==> src/rtl/pipe_demux_1to2.sv <==
// Registered 1-to-2 demultiplexer with valid/ready handshakes on every channel.
// One producer stream is steered per transfer to channel 0 or channel 1; each
// channel owns a single output register slot and a wrapping transfer counter.
// A full slot only stalls the producer when that slot is the selected one.

module pipe_demux_1to2 #(
   parameter int N  = 32,
   parameter int CW = 16
) (
   input  logic          clk,
   input  logic          rst_n,
   input  logic          flush,
   input  logic          in_valid,
   input  logic          in_sel,
   input  logic [N-1:0]  in_data,
   output logic          in_ready,
   output logic          out0_valid,
   output logic [N-1:0]  out0_data,
   input  logic          out0_ready,
   output logic          out1_valid,
   output logic [N-1:0]  out1_data,
   input  logic          out1_ready,
   output logic [CW-1:0] cnt0,
   output logic [CW-1:0] cnt1
);

   localparam logic [CW-1:0] CNT_ONE   = {{(CW-1){1'b0}}, 1'b1};
   localparam logic [CW-1:0] CNT_ZERO  = {CW{1'b0}};
   localparam logic [N-1:0]  DATA_ZERO = {N{1'b0}};

   logic          out0_valid_r;
   logic [N-1:0]  out0_data_r;
   logic          out1_valid_r;
   logic [N-1:0]  out1_data_r;
   logic [CW-1:0] cnt0_r;
   logic [CW-1:0] cnt1_r;

   logic          in_ready_s;
   logic          in_fire_s;
   logic          load0_s;
   logic          load1_s;
   logic          out0_fire_s;
   logic          out1_fire_s;

   // Producer ready: only the selected slot's occupancy and drain decide it.
   always_comb begin
      in_ready_s = 1'b0;
      if (!rst_n || flush) begin
         in_ready_s = 1'b0;
      end else if (in_sel) begin
         in_ready_s = !out1_valid_r || out1_ready;
      end else begin
         in_ready_s = !out0_valid_r || out0_ready;
      end
   end

   // Handshake decode shared by the slot and counter registers.
   always_comb begin
      in_fire_s   = in_valid && in_ready_s;
      load0_s     = in_fire_s && !in_sel;
      load1_s     = in_fire_s && in_sel;
      out0_fire_s = out0_valid_r && out0_ready;
      out1_fire_s = out1_valid_r && out1_ready;
   end

   // Channel 0 slot: flush beats load, load beats drain, otherwise hold.
   always_ff @(posedge clk) begin
      if (!rst_n) begin
         out0_valid_r <= 1'b0;
         out0_data_r  <= DATA_ZERO;
      end else if (flush) begin
         out0_valid_r <= 1'b0;
         out0_data_r  <= out0_data_r;
      end else if (load0_s) begin
         out0_valid_r <= 1'b1;
         out0_data_r  <= in_data;
      end else if (out0_fire_s) begin
         out0_valid_r <= 1'b0;
         out0_data_r  <= out0_data_r;
      end else begin
         out0_valid_r <= out0_valid_r;
         out0_data_r  <= out0_data_r;
      end
   end

   // Channel 1 slot: same priority order as channel 0, fully independent.
   always_ff @(posedge clk) begin
      if (!rst_n) begin
         out1_valid_r <= 1'b0;
         out1_data_r  <= DATA_ZERO;
      end else if (flush) begin
         out1_valid_r <= 1'b0;
         out1_data_r  <= out1_data_r;
      end else if (load1_s) begin
         out1_valid_r <= 1'b1;
         out1_data_r  <= in_data;
      end else if (out1_fire_s) begin
         out1_valid_r <= 1'b0;
         out1_data_r  <= out1_data_r;
      end else begin
         out1_valid_r <= out1_valid_r;
         out1_data_r  <= out1_data_r;
      end
   end

   // Completed-handshake counters; a drain coinciding with flush still counts.
   always_ff @(posedge clk) begin
      if (!rst_n) begin
         cnt0_r <= CNT_ZERO;
         cnt1_r <= CNT_ZERO;
      end else begin
         if (out0_fire_s) begin
            cnt0_r <= cnt0_r + CNT_ONE;
         end else begin
            cnt0_r <= cnt0_r;
         end
         if (out1_fire_s) begin
            cnt1_r <= cnt1_r + CNT_ONE;
         end else begin
            cnt1_r <= cnt1_r;
         end
      end
   end

   assign in_ready   = in_ready_s;
   assign out0_valid = out0_valid_r;
   assign out0_data  = out0_data_r;
   assign out1_valid = out1_valid_r;
   assign out1_data  = out1_data_r;
   assign cnt0       = cnt0_r;
   assign cnt1       = cnt1_r;

endmodule

==> config.mk <==
export PLATFORM = sky130hd
export DESIGN_NAME = pipe_demux_1to2
export DESIGN_NICKNAME = d
export VERILOG_FILES = /design/src/rtl/pipe_demux_1to2.sv
export SDC_FILE = /design/constraint.sdc
export NUM_CORES = 1
export LEC_CHECK = 0
export CAP_MARGIN = 20
export CORE_MARGIN = 1.5
export CORE_UTILIZATION = 49
export CTS_BUF_LIST = sky130_fd_sc_hd__clkbuf_2 sky130_fd_sc_hd__clkbuf_4 sky130_fd_sc_hd__clkbuf_8
export DETAILED_ROUTE_END_ITERATION = 10
export HOLD_SLACK_MARGIN = 0.06
export PLACE_DENSITY = 0.87
export SYNTH_ARGS = -nofsm -noshare
export SYNTH_HDL_FRONTEND = slang
export SYNTH_SLANG_ARGS = --single-unit
==> constraint.sdc <==
create_clock -name clk -period 4.33 [get_ports clk]
set_input_delay 0.866 -clock clk [delete_from_list [all_inputs] [get_ports clk]]
set_output_delay 0.866 -clock clk [all_outputs]
set_load 0.01 [all_outputs]
Word level (Yosys, flattened, before mapping) --
Index checks and enable logic that the tools add are counted.
Storage, ports and cells: register bits after elaboration 98, latch bits 0, bits in writable memories 0, memory bits (read-only) 0, input bits 39, output and inout port bits 99, word-level logic and storage cells 33, memories kept 0
Cells by class: add/sub/neg operators 2, multiply operators 0, div/mod/pow operators 0, $lt $le $gt $ge 0, equal/unequal tests 0, shift-type cells 0, multiplexer cells 6, bitwise gates (word level) 2, reductions and logical operators 17
Operator list (number):
- $add 16x1->16 const B | 2
- $mux 1 | 6
- $logic_and 1x1->1 | 5
- $logic_not 1->1 | 4
- $reduce_and 2->1 | 2
- $reduce_bool 2->1 | 2
- $logic_or 1x1->1 | 3
- $not 1->1 | 2
- $reduce_or 2->1 | 1

Depth between registers and ports, before layout --
Gate-level depths: netlist of the first run.
depth in word-level cells 7, mapped depth 6

Least setup slack after synthesis of the first run --
Ideal clock, no wire load.
path kind input to output, start point in rst_n, end point out in_ready, arrival 1.328 ns, required time 3.464 ns, slack 2.136 ns, cell stages on the path 3, path through buf_2 nand2b_1 a21oi_1
On the way: longest elaborated chain between the ends 3
Ends and longest elaborated chain:
- start, declared | line 11 | input logic rst_n,
- $logic_not 1->1
- $logic_or 1x1->1 | line 48 | if (!rst_n || flush) begin
- $mux 1 | line 48
- end, declared | line 16 | output logic in_ready,
No other way between the ends.

Worst setup path after layout of the first run --
start point in out1_ready, end point out in_ready
On the way: longest elaborated chain between the ends 3
Ends and longest elaborated chain:
- start, declared | line 22 | input logic out1_ready,
- $logic_or 1x1->1 | line 51 | in_ready_s = !out1_valid_r || out1_ready;
- $mux 1 | line 50 | end else if (in_sel) begin
- $mux 1 | line 48
No other way between the ends.

==> flow_summary.json, run 1 <==
{
  "status": "finished clean",
  "wl_per_cell_um": 14.07,
  "gp_congestion": 0.8181,
  "die_w_um": 90.60,
  "grt-ovfl-total": 0,
  "crit_fanout": 6,
  "clock_skew_ns": 0.01145,
  "synth.top_cells.by_area": "dfxtp_1 (52%), nand2_1 (15%), a21oi_1 (9.9%), xor2_1 (2.8%), nor2_1 (2.2%)",
  "core-area_mm2": 0.007331,
  "seqCellArea_mm2": 0.001962,
  "crit_path_max_incr_delay_ns": 0.60,
  "synthArstFlopShare_pct": 0,
  "ios": 138,
  "rows": 31,
  "dpl.cell_count": 677,
  "cellLeakagePower_nw": 1.790,
  "synth_area_leader_cell": "dfxtp_1",
  "finish.net_count": 630,
  "setup_violations": 0,
  "cts.repair.resized": 0,
  "synth_top_flop_cell": "dfxtp_1",
  "p_per_area_mw_per_mm2": 293.9,
  "antenna_found_initial": 0,
  "clock-root-buffer": "clkbuf_8",
  "grt_pass1_vias": 3512,
  "layout_common_cells": "nand2_1 (146), clkdlybuf4s50_1 (137), dfxtp_1 (98), a21oi_1 (74), nor2_1 (22)",
  "hold_viol": 0,
  "endpoint_kind": "output pin",
  "crit_family": "buffers and inverters",
  "cp_common_cell": "clkdlybuf4s50_1",
  "cp.arrival_ns": 2.40,
  "syn_inst": 459,
  "ctsHtreeMaxLevel": 3,
  "die-area_mm2": 0.008207,
  "ctsHoldBuffers": 0,
  "port_buffers": 137,
  "path_clk_slew_ns": 0.09,
  "drtAntennaViolNets": 0,
  "drive_gt1_share_pct": 4.882,
  "die_h_um": 90.60,
  "grt_pass1_wl_um": 16330,
  "syn_area_mm2": 0.003760,
  "postCtsSetupRepairBufs": 0,
  "grt_max_degree": 53,
  "rsz0062_at_grt": "false",
  "cts.sink_count": 98,
  "syn_avg_cell_area_um2": 8.191,
  "yosysSeqAreaShare_pct": 52.18,
  "drv_cap": 0,
  "avgViaCountPerCell": 5.198,
  "route.detailed.drc": 0,
  "area_growth_syn_to_layout_pct": 43.26,
  "hold_depth": 2,
  "synth_top_area_share_pct": 52.18,
  "worstSkewPairLatency_ns": 0.35,
  "synth_edf_count": 0,
  "drt_wl_total_um": 9748,
  "start_util_pct": 51.29,
  "critical_path_class": "input port to output pin",
  "slew_viol_final": 0,
  "netlist-cell-type-count": 32,
  "whs_ns": 0.4581,
  "numCtsBuffers": 9,
  "vdd_ir_drop_max_mv": 0.2260,
  "fillers": 543,
  "slew-limit-headroom_pct": 42.34,
  "final_common_cell": "nand2_1",
  "synth_fp_nets": 500,
  "fin_crit_ns": 3.270,
  "cp_cell_sequence": "clkdlybuf4s50_1, or2b_2, nand2_1, a21oi_1, clkdlybuf4s50_1",
  "track_usage_pct": 24.30,
  "finalSetupTns_ns": 0,
  "finalCritPeriodShare_pct": 75.53,
  "max_freq_mhz": 305.8,
  "crit_buf_inv": 2,
  "dp_hpwl_um": 6891,
  "ys_ff_latch": 98,
  "n_antenna_cell": 0,
  "worst_slew_pin_slew_ns": 0.8636,
  "drtPass1Iterations": 4,
  "worstPathRequired_ns": 3.46,
  "clockBufferDepth": 2,
  "cts_tree": "built",
  "path_depth": 5,
  "synth_warnings": 0,
  "holdCritPathClass": "flop to flop",
  "drtIter0Drc": 102,
  "vias": 3602,
  "r2r_cells": 5,
  "startpoint_type": "input port",
  "stdcell_count": 693,
  "multi_input_area_mm2": 0.001704,
  "crit_slowest_cell": "clkdlybuf4s50_1"
}
final cells by class:
| type | count | share of cell area, % |
|---|---|---|
| flip-flops and latches | 98 | 36.42 |
| multi-input cells | 336 | 31.64 |
| repair buffers | 142 | 26.16 |
| clock buffers | 12 | 2.834 |
| well taps | 99 | 2.300 |
| clock inverters | 4 | 0.5110 |
| inverters | 2 | 0.1394 |
worst register-to-register path: cells and delay by family, from the launching register on:
family	cells	cell delay, ns
adders and majority gates	1	0.21
DFF	1	0.40
and+or+nand+nor	3	0.88
AOI/OAI and AO/OA	1	0.18
per-stage QoR:
step           power [mW]  setup WS (ns)  util, %  instance area [um^2]
2_1_floorplan      0.9862          2.136        -                  3760
6_report            1.583          1.060    73.48                  5386
3_3_place_gp        1.062          1.044    71.02                  5206
4_1_cts             1.590          1.063    73.48                  5386
3_5_place_dp        1.065          1.064    71.02                  5206
5_1_grt             1.643         0.9760    73.48                  5386
cell families after synthesis:
logic type	share of synthesized area, %
fa+ha+maj	0.6655
simple gates	27.85
xor+xnor	4.892
compound gates	10.78
buf+inv	2.829
mux	0.7987
flops	52.18
registers in the layout, summed over array words and instances, names as in the netlist:
register    flops
out1_valid      1
cnt1           16
cnt0           16
out0_data      32
out0_valid      1
out1_data      32
cell usage after synthesis (3+ instances only):
| library cell | instances |
|---|---|
| a21oi_1 | 74 |
| and4_1 | 3 |
| buf_2 | 10 |
| clkbuf_1 | 13 |
| dfxtp_1 | 98 |
| mux2i_1 | 3 |
| nand2_1 | 146 |
| nand2b_1 | 5 |
| nand3_1 | 15 |
| nand4_1 | 13 |
| nor2_1 | 22 |
| nor3_1 | 5 |
| nor4_1 | 3 |
| o21ai_0 | 4 |
| or3_1 | 4 |
| xnor2_1 | 9 |
| xor2_1 | 12 |
power by group:
| group | leakage (nW) | switching (mW) | total (mW) | internal, mW |
|---|---|---|---|---|
| sequential | 0.792 | 0.00705 | 0.920 | 0.913 |
| clock | 0.0855 | 0.302 | 0.539 | 0.237 |
| combinational | 0.913 | 0.0593 | 0.124 | 0.0643 |
metal layers:
layer	track usage (%)	wire length, um	share of wire (%)
met2	40.91	4876	50
met3	6.734	635	6.5
met1	29.24	4062	42
met5	0	0	0
met4	9.524	175	1.8
worst paths after layout:
check	start	end	slack, ns
hold reg to reg	out1_data[12]	out1_data[12]	0.46
setup reg to reg	cnt1[0]	cnt1[14]	2.58
setup / recovery	out1_ready	in_ready	1.06
hold / removal	out1_data[12]	out1_data[12]	0.46
Power figures use the tool's default switching activity.
==> run 2, diff against run 1 <==
- CORE_UTILIZATION: 49 -> 41
- PLACE_DENSITY: 0.87 -> 0.78
- clock period: 4.33 -> 2.75 ns (I/O delays scaled with it)
==> run 2 against run 1 <==
Critical path depth stayed put. The flow now finishes with violations (design-rule violations). Register-to-register slack worse by 1.5 ns. Critical path type unchanged. Sequential cell count stayed put. Non-clock buffer count is 3 higher. Global-route usage is 3.5 points lower.
==> flow_summary.json, run 2 (same netlist as run 1, synthesis figures left out) <==
{
  "r2r_setup_slack_ns": 1.08,
  "drive_gt1_share_pct": 5.201,
  "setup_violations": 0,
  "route.detailed.drc": 10,
  "cts.repair.resized": 0,
  "slew-limit-headroom_pct": 70.90,
  "critical_path_class": "input port to output pin",
  "startpoint_type": "input port",
  "postCtsSetupRepairBufs": 0,
  "ctsHoldBuffers": 0,
  "clock_skew_ns": 0.01301,
  "r2r_cells": 5,
  "clockBufferDepth": 2,
  "cp.arrival_ns": 1.97,
  "crit_slowest_cell": "clkdlybuf4s50_1",
  "min_from": "out0_data[2]",
  "worst_slew_pin_slew_ns": 0.4330,
  "holdCritPathClass": "flop to flop",
  "cts_tree": "built",
  "crit_family": "buffers and inverters",
  "violations": "design-rule violations",
  "crit_buf_inv": 3,
  "die_h_um": 98.76,
  "final_common_cell": "nand2_1",
  "wl_per_cell_um": 14.40,
  "drtIter0Drc": 152,
  "max_freq_mhz": 396.2,
  "grt_pass1_vias": 3456,
  "finish.net_count": 633,
  "postPlaceCellArea_mm2": 0.005253,
  "cp_common_cell": "clkdlybuf4s50_1",
  "min_to": "out0_data[2]",
  "hold_viol": 0,
  "cp_cell_sequence": "clkdlybuf4s50_1, inv_1, nand2_1, a21oi_1, clkdlybuf4s50_1",
  "hold_depth": 2,
  "gp_congestion": 0.8435,
  "finalSetupTns_ns": 0,
  "ctsHtreeMaxLevel": 3,
  "dpl.cell_count": 689,
  "drv_cap": 0,
  "numCtsBuffers": 9,
  "cellLeakagePower_nw": 1.831,
  "dp_hpwl_um": 6886,
  "slew_viol_final": 0,
  "drtAntennaViolNets": 0,
  "status": "finished, violations left",
  "core-area_mm2": 0.008806,
  "endpoint_kind": "output pin",
  "avgViaCountPerCell": 5.141,
  "track_usage_pct": 20.83,
  "stdcell_count": 704,
  "port_buffers": 137,
  "area_growth_syn_to_layout_pct": 45.72,
  "antenna_found_initial": 0,
  "reg2reg_to": "cnt1[14]",
  "drt_wl_total_um": 10140,
  "grt_max_degree": 93,
  "rows": 34,
  "crit_fanout": 4,
  "start_util_pct": 42.70,
  "fin_crit_ns": 2.524,
  "vias": 3619,
  "worstSkewPairLatency_ns": 0.35,
  "grt-ovfl-total": 0,
  "stdcell_area_mm2": 0.005479,
  "grt_pass1_wl_um": 16550,
  "vdd_ir_drop_max_mv": 0.2867,
  "finalCritPeriodShare_pct": 91.78,
  "worstPathRequired_ns": 2.20,
  "reg2reg_from": "cnt1[0]",
  "p_per_area_mw_per_mm2": 490.2,
  "n_antenna_cell": 0,
  "layout_common_cells": "nand2_1 (146), clkdlybuf4s50_1 (137), dfxtp_1 (98), a21oi_1 (74), nor2_1 (22)",
  "die_w_um": 98.76,
  "drtPass1Iterations": 7,
  "cts.sink_count": 98,
  "clock-root-buffer": "clkbuf_8",
  "rsz0062_at_grt": "false",
  "ios": 138,
  "path_clk_slew_ns": 0.08,
  "fillers": 775,
  "die-area_mm2": 0.009754,
  "crit_path_max_incr_delay_ns": 0.55
}
-- run 2: area by class of cell --
class,instances,area (um^2),area share (%)
clock buffer,11,151.4,2.763
clock inverter,4,75.07,1.370
inverter,2,7.507,0.1370
multi-input combinational,336,1704,31.10
sequential,98,1962,35.81
tap,108,135.1,2.466
timing repair buffer,145,1444,26.35
-- run 2: metal layers --
metal	GRT usage [%]	wire [um]
met5	0	0
met4	6.044	140
met3	4.965	636
met2	36.71	5018
met1	25.26	4340
-- run 2: metrics by stage --
stage	power [mW]	worst slack (ns)	utilization [%]	hold WS, ns
3_3_place_gp	1.679	0.2406	59.65	0.4416
6_report	2.686	0.2262	62.22	0.4554
2_1_floorplan	1.553	1.145	-	0.4805
5_1_grt	2.790	0.1402	62.22	0.4809
4_1_cts	2.715	0.2233	62.22	0.4581
3_5_place_dp	1.684	0.2284	59.65	0.4458
-- run 2: how the worst max path moves through the flow --
stage | cells past startpoint | slack (ns) | endpoint | start
floorplan | 5 | 1.14 | cnt1[14] | cnt1[0]
global placement | 5 | 0.24 | in_ready | in_sel
detailed placement | 5 | 0.23 | in_ready | in_sel
CTS | 5 | 0.22 | in_ready | in_sel
global route | 5 | 0.14 | in_ready | out0_ready
finish | 5 | 0.23 | in_ready | in_sel
-- run 2: power by group --
part,switching (mW),internal [mW]
logic,0.0959,0.106
clock network,0.477,0.558
registers,0.0110,1.44
total,0.584,2.10
-- run 2: tightest hold or removal path, cell delays in order (launching register included) --
cell and delay (ns):
dfxtp_1 0.31, nand2_1 0.05, a21oi_1 0.05
